[config.mk]
export PLATFORM = sky130hd
export DESIGN_NAME = rle_stream_scheduler
export DESIGN_NICKNAME = d
export VERILOG_FILES = /design/src/rtl/rle_stream_scheduler.sv
export SDC_FILE = /design/constraint.sdc
export NUM_CORES = 1
export LEC_CHECK = 0
export CAP_MARGIN = 20
export CORE_AREA = 2 2 276 169
export DETAILED_ROUTE_END_ITERATION = 8
export DIE_AREA = 0 0 278 171
export PLACE_DENSITY = 0.49
export SLEW_MARGIN = 10
export SYNTH_ARGS = -nofsm -noshare
export SYNTH_HDL_FRONTEND = slang
export SYNTH_SLANG_ARGS = --single-unit
[constraint.sdc]
create_clock -name CLK -period 5.6 [get_ports CLK]
set_input_delay 0.84 -clock CLK [delete_from_list [all_inputs] [get_ports CLK]]
set_output_delay 0.84 -clock CLK [all_outputs]
set_load 0.03 [all_outputs]
[src/rtl/rle_stream_scheduler.sv]
// Buffers three run-word streams, merges them round-robin into one tagged output
// and closes each frame with a marker word once that frame's words have drained.
// state | meaning
// RUN   | merge any buffered words; frame_end snapshots occupancy
// DRAIN | only words counted in the snapshot are eligible
// MARK  | emit the frame marker, then resume RUN
module rle_stream_scheduler #(
  parameter int RUN_W = 10,
  parameter int DEPTH = 8
) (
  input  logic               CLK,
  input  logic               RESET,
  input  logic [3*RUN_W-1:0] s_data,
  input  logic [2:0]         s_valid,
  input  logic               frame_end,
  output logic [RUN_W+1:0]   m_data,
  output logic               m_valid,
  input  logic               m_ready,
  output logic               overflow,
  output logic               busy
);
  localparam int AW = $clog2(DEPTH);
  localparam int CW = AW + 1;
  localparam int FW = RUN_W - 1;

  typedef enum logic [1:0] {
    ST_RUN   = 2'd0,
    ST_DRAIN = 2'd1,
    ST_MARK  = 2'd2
  } state_t;

  state_t           state_q, state_d;
  logic [RUN_W-1:0] mem_q [3][DEPTH];
  logic [AW-1:0]    wr_ptr_q [3];
  logic [AW-1:0]    wr_ptr_d [3];
  logic [AW-1:0]    rd_ptr_q [3];
  logic [AW-1:0]    rd_ptr_d [3];
  logic [CW-1:0]    cnt_q [3];
  logic [CW-1:0]    cnt_d [3];
  logic [CW-1:0]    pend_q [3];
  logic [CW-1:0]    pend_d [3];
  logic [1:0]       rr_q, rr_d;
  logic             fe_pend_q, fe_pend_d;
  logic             ovf_q, ovf_d;
  logic [FW-1:0]    frame_cnt_q, frame_cnt_d;
  logic [RUN_W+1:0] m_data_q, m_data_d;
  logic             m_valid_q, m_valid_d;

  logic [2:0]       push_ok, pop, elig;
  logic             load_ok, gnt_found, mark_load, fe_drop, cnt_all_zero;
  logic [1:0]       gnt_idx, cand;
  logic [RUN_W-1:0] rd_word;

  // FIFO bookkeeping and round-robin grant
  always_comb begin
    load_ok   = !m_valid_q || m_ready;
    gnt_found = 1'b0;
    gnt_idx   = 2'd0;
    cand      = 2'd0;
    rd_word   = '0;
    pop       = '0;
    for (int k = 0; k < 3; k++) begin
      push_ok[k] = s_valid[k] && (cnt_q[k] != CW'(DEPTH));
      elig[k]    = (state_q == ST_RUN)   ? (cnt_q[k] != '0) :
                   (state_q == ST_DRAIN) ? (pend_q[k] != '0) : 1'b0;
    end
    for (int i = 1; i <= 3; i++) begin
      cand = 2'((int'(rr_q) + i) % 3);
      for (int k = 0; k < 3; k++) begin
        if (!gnt_found && cand == 2'(k) && elig[k]) begin
          gnt_found = 1'b1;
          gnt_idx   = cand;
        end
      end
    end
    for (int k = 0; k < 3; k++) begin
      if (gnt_idx == 2'(k)) rd_word = mem_q[k][rd_ptr_q[k]];
      pop[k]      = load_ok && gnt_found && (gnt_idx == 2'(k));
      cnt_d[k]    = cnt_q[k] + CW'(push_ok[k]) - CW'(pop[k]);
      wr_ptr_d[k] = push_ok[k] ? wr_ptr_q[k] + AW'(1) : wr_ptr_q[k];
      rd_ptr_d[k] = pop[k] ? rd_ptr_q[k] + AW'(1) : rd_ptr_q[k];
    end
    mark_load    = (state_q == ST_MARK) && load_ok;
    cnt_all_zero = (cnt_d[0] == '0) && (cnt_d[1] == '0) && (cnt_d[2] == '0);
  end

  // Frame sequencing and output register
  always_comb begin
    state_d     = state_q;
    fe_pend_d   = fe_pend_q;
    fe_drop     = 1'b0;
    frame_cnt_d = frame_cnt_q;
    rr_d        = rr_q;
    m_data_d    = m_data_q;
    m_valid_d   = m_valid_q;
    for (int k = 0; k < 3; k++) pend_d[k] = pend_q[k];

    if (load_ok && gnt_found) begin
      m_data_d  = {gnt_idx, rd_word};
      m_valid_d = 1'b1;
      rr_d      = gnt_idx;
    end else if (mark_load) begin
      m_data_d  = {2'b11, ovf_q, frame_cnt_q};
      m_valid_d = 1'b1;
    end else if (m_ready) begin
      m_valid_d = 1'b0;
    end

    case (state_q)
      ST_RUN: begin
        if (frame_end || fe_pend_q) begin
          for (int k = 0; k < 3; k++) pend_d[k] = cnt_d[k];
          // a fresh pulse arriving with a queued one stays queued
          fe_pend_d = fe_pend_q && frame_end;
          state_d   = cnt_all_zero ? ST_MARK : ST_DRAIN;
        end
      end
      ST_DRAIN: begin
        for (int k = 0; k < 3; k++) pend_d[k] = pend_q[k] - CW'(pop[k]);
        if ((pend_d[0] == '0) && (pend_d[1] == '0) && (pend_d[2] == '0))
          state_d = ST_MARK;
      end
      ST_MARK: begin
        if (mark_load) begin
          state_d     = ST_RUN;
          frame_cnt_d = frame_cnt_q + FW'(1);
        end
      end
      default: state_d = ST_RUN;
    endcase

    if (state_q != ST_RUN && frame_end) begin
      if (fe_pend_q) fe_drop = 1'b1;
      else           fe_pend_d = 1'b1;
    end

    ovf_d = mark_load ? 1'b0 : ovf_q;
    if ((|(s_valid & ~push_ok)) || fe_drop) ovf_d = 1'b1;
  end

  always_ff @(posedge CLK or posedge RESET) begin
    if (RESET) begin
      state_q     <= ST_RUN;
      rr_q        <= 2'd2;
      fe_pend_q   <= 1'b0;
      ovf_q       <= 1'b0;
      frame_cnt_q <= '0;
      m_data_q    <= '0;
      m_valid_q   <= 1'b0;
      for (int k = 0; k < 3; k++) begin
        wr_ptr_q[k] <= '0;
        rd_ptr_q[k] <= '0;
        cnt_q[k]    <= '0;
        pend_q[k]   <= '0;
      end
    end else begin
      state_q     <= state_d;
      rr_q        <= rr_d;
      fe_pend_q   <= fe_pend_d;
      ovf_q       <= ovf_d;
      frame_cnt_q <= frame_cnt_d;
      m_data_q    <= m_data_d;
      m_valid_q   <= m_valid_d;
      for (int k = 0; k < 3; k++) begin
        wr_ptr_q[k] <= wr_ptr_d[k];
        rd_ptr_q[k] <= rd_ptr_d[k];
        cnt_q[k]    <= cnt_d[k];
        pend_q[k]   <= pend_d[k];
      end
    end
  end

  always_ff @(posedge CLK) begin
    for (int k = 0; k < 3; k++)
      if (push_ok[k]) mem_q[k][wr_ptr_q[k]] <= s_data[k*RUN_W +: RUN_W];
  end

  assign m_data   = m_data_q;
  assign m_valid  = m_valid_q;
  assign overflow = ovf_q;
  assign busy     = (state_q != ST_RUN);

endmodule

==> results of run 1 <==
-- cells in the final DEF (no fill, tap or decap), drive strengths merged, types with 5 or more instances in the layout --
cell | netlist | layout
clkinv | 0 | 13
xor2 | 12 | 12
nor3 | 13 | 13
dfrtp | 69 | 69
buf | 17 | 32
inv | 37 | 37
nor2 | 45 | 45
a21o | 5 | 5
nand2 | 41 | 41
mux4 | 60 | 60
nand4 | 7 | 7
ha | 35 | 35
nand2b | 23 | 23
clkbuf | 19 | 39
o21ai | 18 | 18
edfxtp | 240 | 240
a32oi | 10 | 10
mux2i | 10 | 10
o2111ai | 12 | 12
a31oi | 11 | 11
nor3b | 6 | 6
clkdlybuf4s50 | 0 | 51
nand3 | 22 | 22
xnor2 | 17 | 17
a21oi | 18 | 18
mux2 | 24 | 24
-- power groups by stage --
stage	combinational (uW)	sequential (uW)	clock [uW]
after floorplan	3030	3390	0
after CTS	4210	3490	2010
final	4170	3470	1940
after global routing	4610	3550	2090
after detailed placement	4190	3530	0
after global placement	4180	3520	0
-- final timing paths --
kind | end | slack, ps | cells past startpoint
max in group asynchronous | frame_cnt_q[0] | 4070 | 3
min reg2reg | frame_cnt_q[4] | 500 | 1
min in group asynchronous | rd_ptr_q[3] | 890 | 3
max reg2reg | state_q[1] | 620 | 16
min | frame_cnt_q[4] | 500 | 1
max | state_q[1] | 620 | 16
-- critical path, delay by kind of cell, from the launching register on --
family	cells	cell delay [ps]
AO/OA/AOI/OAI	5	1900
AND/OR/NAND/NOR	5	1250
adder cells (fa/ha/maj)	3	910
flip-flops	1	620
buffers and inverters	3	190
-- metrics by stage --
| step | hold WS [ps] | power, uW | cells | utilization [%] | worst slack (ps) |
|---|---|---|---|---|---|
| after floorplan | 445 | 6420 | 817 | - | 1430 |
| after global placement | 463 | 7710 | 1457 | 32.4 | 844 |
| after detailed placement | 493 | 7720 | 1459 | 32.4 | 702 |
| after CTS | 503 | 9710 | 1516 | 34.5 | 651 |
| after global routing | 525 | 10200 | 1519 | 34.5 | 82.5 |
| final | 501 | 9580 | 1519 | 34.5 | 618 |
-- kinds of logic (layout without fill, tap and decap cells) --
family                   Yosys count  count (layout)  synth area share, %
flip-flops                       310             310                 66.8
adder cells (fa/ha/maj)           39              39                 3.79
AND/OR/NAND/NOR                  176             176                 6.97
buffers and inverters             73             177                 2.38
AO/OA/AOI/OAI                     96              96                 5.31
multiplexers                      94              94                 12.9
XOR/XNOR                          29              29                 1.89
-- flip-flops by register name, indices dropped and copies added (netlist names) --
name	flops
m_valid	1
cnt_q	12
state_q	2
frame_cnt_q	9
rd_ptr_q	9
wr_ptr_q	9
rr_q	2
overflow	1
mem_q	240
m_data	12
fe_pend_q	1
pend_q	12
-- layer usage --
| layer | global-route usage [%] | vias to the layer above |
|---|---|---|
| met3 | 2.69 | 35 |
| met2 | 18.1 | 124 |
| met4 | 2.44 | 0 |
| met5 | 0 | - |
| li1 | - | 3335 |
| met1 | 20.9 | 3649 |
-- area by class of cell --
class | count | area (um2)
Sequential cell | 310 | 8960
Clock buffer | 39 | 806
Inverter | 37 | 140
Timing Repair Buffer | 83 | 754
Tap cell | 598 | 748
Fill cell | 4352 | 29700
Clock inverter | 18 | 119
Multi-Input combinational cell | 434 | 4140
==> summary.md, run 1 <==
| Metric | Value |
|---|---|
| Status | `finished clean` |
| GRT overflow | `0` |
| Critical path, cell by cell | `nand2b_4 > o22ai_1 > o21ai_0 > a41o_1 > nor3_4 > ha_1 > inv_1 > ha_1 > inv_1 > fa_1 > inv_1 > nor4_1 > nand4_1 > o41ai_1 > nand2b_1 > a21boi_0` |
| Fmax | `roughly 200 MHz` |
| Worst setup SP type | `flop` |
| Final setup viols | `0` |
| Area Growth Syn to Fin | `16.8%` |
| Clock power frac | `about a fifth` |
| Period utilization | `about nine tenths` |
| Setup_tns | `0 ps` |
| CTS clock-pin slew for the worst setup and hold paths | `70 ps` |
| Post-synth top area share | `between 50 and 60%` |
| First DRT Iteration DRCs | `roughly 520` |
| Max-slew violations | `0` |
| Critical path fanouts, max | `30` |
| RSZ-0062 raised after global routing | `no` |
| Actual slew at the worst max-slew pin | `approximately 1100 ps` |
| Comb power frac | `between 40% and 50%` |
| CP endpoint kind | `flop` |
| Via count | `between 7000 and 8000` |
| Post-Syn Nets | `between 800 and 900` |
| Rows | `61` |
| Die width | `between 200 and 300 um` |
| Switching part of the total | `about two fifths` |
| DRC viols | `0` |
| Worst skew pair latency | `580 ps` |
| CTS tree | `yes` |
| IO buf count | `51` |
| Post-DP HPWL | `20.6 mm` |
| Layout cells sized above 1 | `between 10% and 20%` |
| Final ANT Viol Nets | `0` |
| Ys flop type | `edfxtp_1` |
| RePlAce Congestion | `just under 0.8` |
| Starting Density | `roughly 30%` |
| Synth cell count leaders | `edfxtp_1 (240), dfrtp_1 (69), mux4_2 (60)` |
| H-tree level count | `1` |
| Max cap viols | `0` |
| Sequential power share | `a little over a third` |
| DRT Pass-1 Iters | `5` |
| Leak pwr | `~0.0054 uW` |
| Vias per cell | `4.70` |
| Met3 WL | `1.58 mm` |
| # clock sinks | `slightly above 300` |
| Post-Route WL | `about 31 mm` |
| Met2 wire len | `12.4 mm` |
| Seq/Total Area, Yosys | `66.8%` |
| Largest net degree at the start of global routing | `between 70 and 80` |
| Post-cts sizing count | `0` |
| P_int | `5840 uW` |
| Root buf cell | `clkbuf_16` |
| CP max stage delay | `between 600 and 700 ps` |
| Fin nets | `972` |
| Area after DPL | `between 10000 and 15000 um2` |
| Yosys reg bits | `310` |
| Critical Path Source | `state_q[0]` |
| Cell mode on critical path | `inv_1` |
| WP data required | `roughly 6100 ps` |
| HP Start | `frame_cnt_q[4]` |
| Die H | `about 170 um` |
| Post-synth EDFFs | `240` |
| Clock tree buffer depth | `3` |
| Highest routed layer | `met4` |
| Final min period | `between 4000 and 5000 ps` |
| Synth Warn # | `0` |
| IO Pins | `52` |
| Post-CTS Setup Bufs | `0` |
| Cell area power density | `just over 600 nW/um2` |
| ANT cells | `0` |
| NetSw | `~3700 uW` |
| Hold Path Class | `flop to flop` |
| Synth top area cells | `edfxtp_1 (54%), dfrtp_1 (13%), mux4_2 (10%)` |
| CP max stage cell | `dfrtp_1` |
| CTS Buf Count | `31` |
| Routed length per instance | `20.2 um` |
| Die area | `roughly 48000 um2` |
| Crit Path Class | `flop to flop` |
| Worst VDD drop | `between 0.3 and 0.4 mV` |
| Final hold vios | `0` |
| Count leader, synth | `edfxtp_1` |
| Slew margin rel. | `29.0%` |
| Core Area | `between 40000 and 50000 um2` |
| Vias in the first global route | `7329` |
| # hold bufs at CTS | `0` |
| Synth Instances | `817` |
| Syn Area/Cell | `16.4 um2` |
| Initial antenna violation count | `1` |
| Asr flop ratio synth | `~23%` |
| Design Area, Final | `around 16000 um2` |
| Worst r2r src | `state_q[0]` |
| Worst Skew | `just under 30 ps` |
| First-pass GRT wire length | `~47 mm` |
| CP Data Arrival Time | `approximately 5500 ps` |
| Number of distinct library cells after synthesis | `69` |
| Tot GR Track Use | `13.1%` |
| Met1 WL | `around 16 mm` |
| Largest area contributor in the netlist | `edfxtp_1` |
| Mapped Area | `13400 um2` |
Power figures use the tool's default switching activity.
==> inputs of run 2 (changes only) <==
--- a/config.mk
+++ b/config.mk
@@ -7,6 +7,7 @@
 export LEC_CHECK = 0
 export CAP_MARGIN = 20
 export CORE_AREA = 2 2 276 169
+export CTS_BUF_LIST = sky130_fd_sc_hd__clkbuf_8
 export DETAILED_ROUTE_END_ITERATION = 8
 export DIE_AREA = 0 0 278 171
 export PLACE_DENSITY = 0.49
==> run 2 against run 1 <==
  * Wire length grew 1.4%
  * Worst setup slack gained 57 ps
  * Die area is the same
  * Via count grew 2.4%
  * Maximum frequency grew 1.2%
  * Sequential share of layout area shrank 0.055 points
  * Clock power shrank 3%
  * Count of clock-buffer cells in the layout grew 11
  * Hold slack gained 5.0 ps
  * Core utilization is essentially flat
  * Critical path type unchanged
  * Critical endpoint unchanged
  * Largest power group unchanged
  * Highest routed layer unchanged
==> summary.md, run 2 (synthesis gave the netlist of run 1 again) <==
| Metric | Value |
|---|---|
| Status | `finished clean` |
| Tot GR Track Use | `13.3% (+0.22 points)` |
| Via count | `7312 (+2.4%)` |
| IO buf count | `51 (unchanged)` |
| Final setup margin | `675 ps (+56.8 ps)` |
| Worst VDD drop | `0.389 mV (+7.3%)` |
| Die H | `171 um (unchanged)` |
| DRC viols | `0 (unchanged)` |
| Worst skew pair latency | `600 ps (+20 ps)` |
| Worst setup SP type | `flop` |
| Post-DP HPWL | `20.6 mm (unchanged)` |
| Final setup viols | `0 (unchanged)` |
| First-pass GRT wire length | `47.4 mm (+0.82%)` |
| Cell area power density | `608 nW/um2 (-0.53%)` |
| Fin nets | `990 (+1.9%)` |
| Actual slew at the worst max-slew pin | `1110 ps (+44.4 ps)` |
| Placed Cells | `1459 (unchanged)` |
| Final min period | `4920 ps (-56.8 ps)` |
| # clock sinks | `310 (unchanged)` |
| Crit Path Class | `flop to flop` |
| Max-slew violations | `0 (unchanged)` |
| CTS Buf Count | `49 (+58%)` |
| Area Growth Syn to Fin | `16.9% (about the same)` |
| Bufs and invs on worst path | `3 (unchanged)` |
| Slew margin rel. | `26.1% (-3.0 points)` |
| Final core occ | `34.5% (about the same)` |
| Final ANT Viol Nets | `0 (unchanged)` |
| P_int | `5760 uW (-1.5%)` |
| Post-Route WL | `31.1 mm (+1.4%)` |
| IO Pins | `52 (unchanged)` |
| NetSw | `3790 uW (+1.2%)` |
| WP data required | `6120 ps (+30 ps)` |
| CTS clock-pin slew for the worst setup and hold paths | `70 ps (about the same)` |
| Layout cells sized above 1 | `20.7% (+1.3 points)` |
| Cell mode on critical path | `inv_1` |
| Switching part of the total | `39.7% (+0.63 points)` |
| GRT overflow | `0 (unchanged)` |
| Vias in the first global route | `7449 (+1.6%)` |
| DRT Pass-1 Iters | `5 (unchanged)` |
| Non-filler instance count after layout | `1553 (+2.2%)` |
| First DRT Iteration DRCs | `504 (-2.9%)` |
| Most frequent cells in the layout | `edfxtp_1 (240), dfrtp_1 (69), mux4_2 (60)` |
| Clock power frac | `19.8% (-0.4 points)` |
| Worst Skew | `33.4 ps (+3.68 ps)` |
| CTS tree | `yes` |
| Final hold slack | `506 ps (+5.00 ps)` |
| Period utilization | `87.9% (-1.0 points)` |
| Clock tree buffer depth | `3 (unchanged)` |
| Max cap viols | `0 (unchanged)` |
| ANT cells | `0 (unchanged)` |
| Setup_tns | `0 ps (unchanged)` |
| Comb power frac | `43.7% (+0.2 points)` |
| CP endpoint kind | `flop` |
| RSZ-0062 raised after global routing | `no` |
| Most common cell after layout, fill and taps aside | `edfxtp_1` |
| Leak pwr | `0.00551 uW (+1.8%)` |
| Starting Density | `29.5% (unchanged)` |
| Core Area | `45400 um2 (unchanged)` |
| Crit path max-delay family | `compound AO/OA/AOI/OAI gates` |
| Root buf cell | `clkbuf_8` |
| Number of fillers in the final layout | `4350 (-0.046%)` |
| Largest register FFs | `240 (unchanged)` |
| Die width | `278 um (unchanged)` |
| Fmax | `203 MHz (+1.2%)` |
| # hold bufs at CTS | `0 (unchanged)` |
| Largest net degree at the start of global routing | `71 (unchanged)` |
| Sequential power share | `36.4% (about the same)` |
| Final hold vios | `0 (unchanged)` |
| Critical path, cell by cell | `nand2b_4 > o22ai_1 > o21ai_0 > a41o_1 > nor3_4 > ha_1 > inv_1 > ha_1 > inv_1 > fa_1 > inv_1 > nor4_1 > nand4_1 > o41ai_1 > nand2b_1 > a21boi_0` |
| CP max stage cell | `dfrtp_1` |
| Initial antenna violation count | `1 (unchanged)` |
| Routed length per instance | `20.0 um (-0.78%)` |
| Hold Path Class | `flop to flop` |
| CP Data Arrival Time | `5440 ps (-30 ps)` |
| H-tree level count | `2 (+1)` |
| RePlAce Congestion | `0.784 (unchanged)` |
| CP max stage delay | `620 ps (about the same)` |
| Vias per cell | `4.71 (+0.12%)` |
| Critical path fanouts, max | `30 (unchanged)` |
| Post-CTS Setup Bufs | `0 (unchanged)` |
| Die area | `47500 um2 (unchanged)` |
| Post-cts sizing count | `0 (unchanged)` |
| Rows | `61 (unchanged)` |
| Pre-CTS setup slack | `702 ps (unchanged)` |
==> run 2: per-layer routing <==
layer  part of all wire [%]  GRT usage (%)  vias up
met5                      0              0        -
met1                     53           21.0     3721
li1                       -              -     3381
met2                     40           17.9      162
met4                    1.9           3.71        0
met3                    4.8           3.09       48
==> run 2: stage by stage <==
step	total power [uW]	cell area (um2)
floorplan	6420	13400
global placement	7710	14700
finish	9540	15700
detailed placement	7720	14700
CTS	9660	15700
global route	10200	15700
==> run 2: path summary, 6_finish.rpt <==
kind                                     start  slack (ps)             end  cells past startpoint
worst max-delay path                state_q[0]         680      state_q[1]                     16
worst min-delay path            frame_cnt_q[6]         510  frame_cnt_q[6]                      1
worst max register to register      state_q[0]         680      state_q[1]                     16
worst min register to register  frame_cnt_q[6]         510  frame_cnt_q[6]                      1
max in group asynchronous                RESET        4100         rr_q[0]                      3
min in group asynchronous                RESET         870        cnt_q[2]                      3
==> run 2: layout make-up <==
type                    instances  area [um2]  share of cell area, %
flip-flops and latches        310        8960                   57.1
multi-input cells             434        4140                   26.4
repair buffers                 83         754                   4.81
well taps                     598         748                   4.77
clock buffers                  50         688                   4.39
clock inverters                41         251                   1.60
inverters                      37         140                  0.893
==> run 2: power groups by stage <==
stage | clock [uW] | sequential [uW] | combinational [uW]
final | 1890 | 3480 | 4170
after global routing | 2060 | 3550 | 4610
after CTS | 1970 | 3490 | 4210
after detailed placement | 0 | 3530 | 4190
after global placement | 0 | 3520 | 4180
after floorplan | 0 | 3390 | 3030
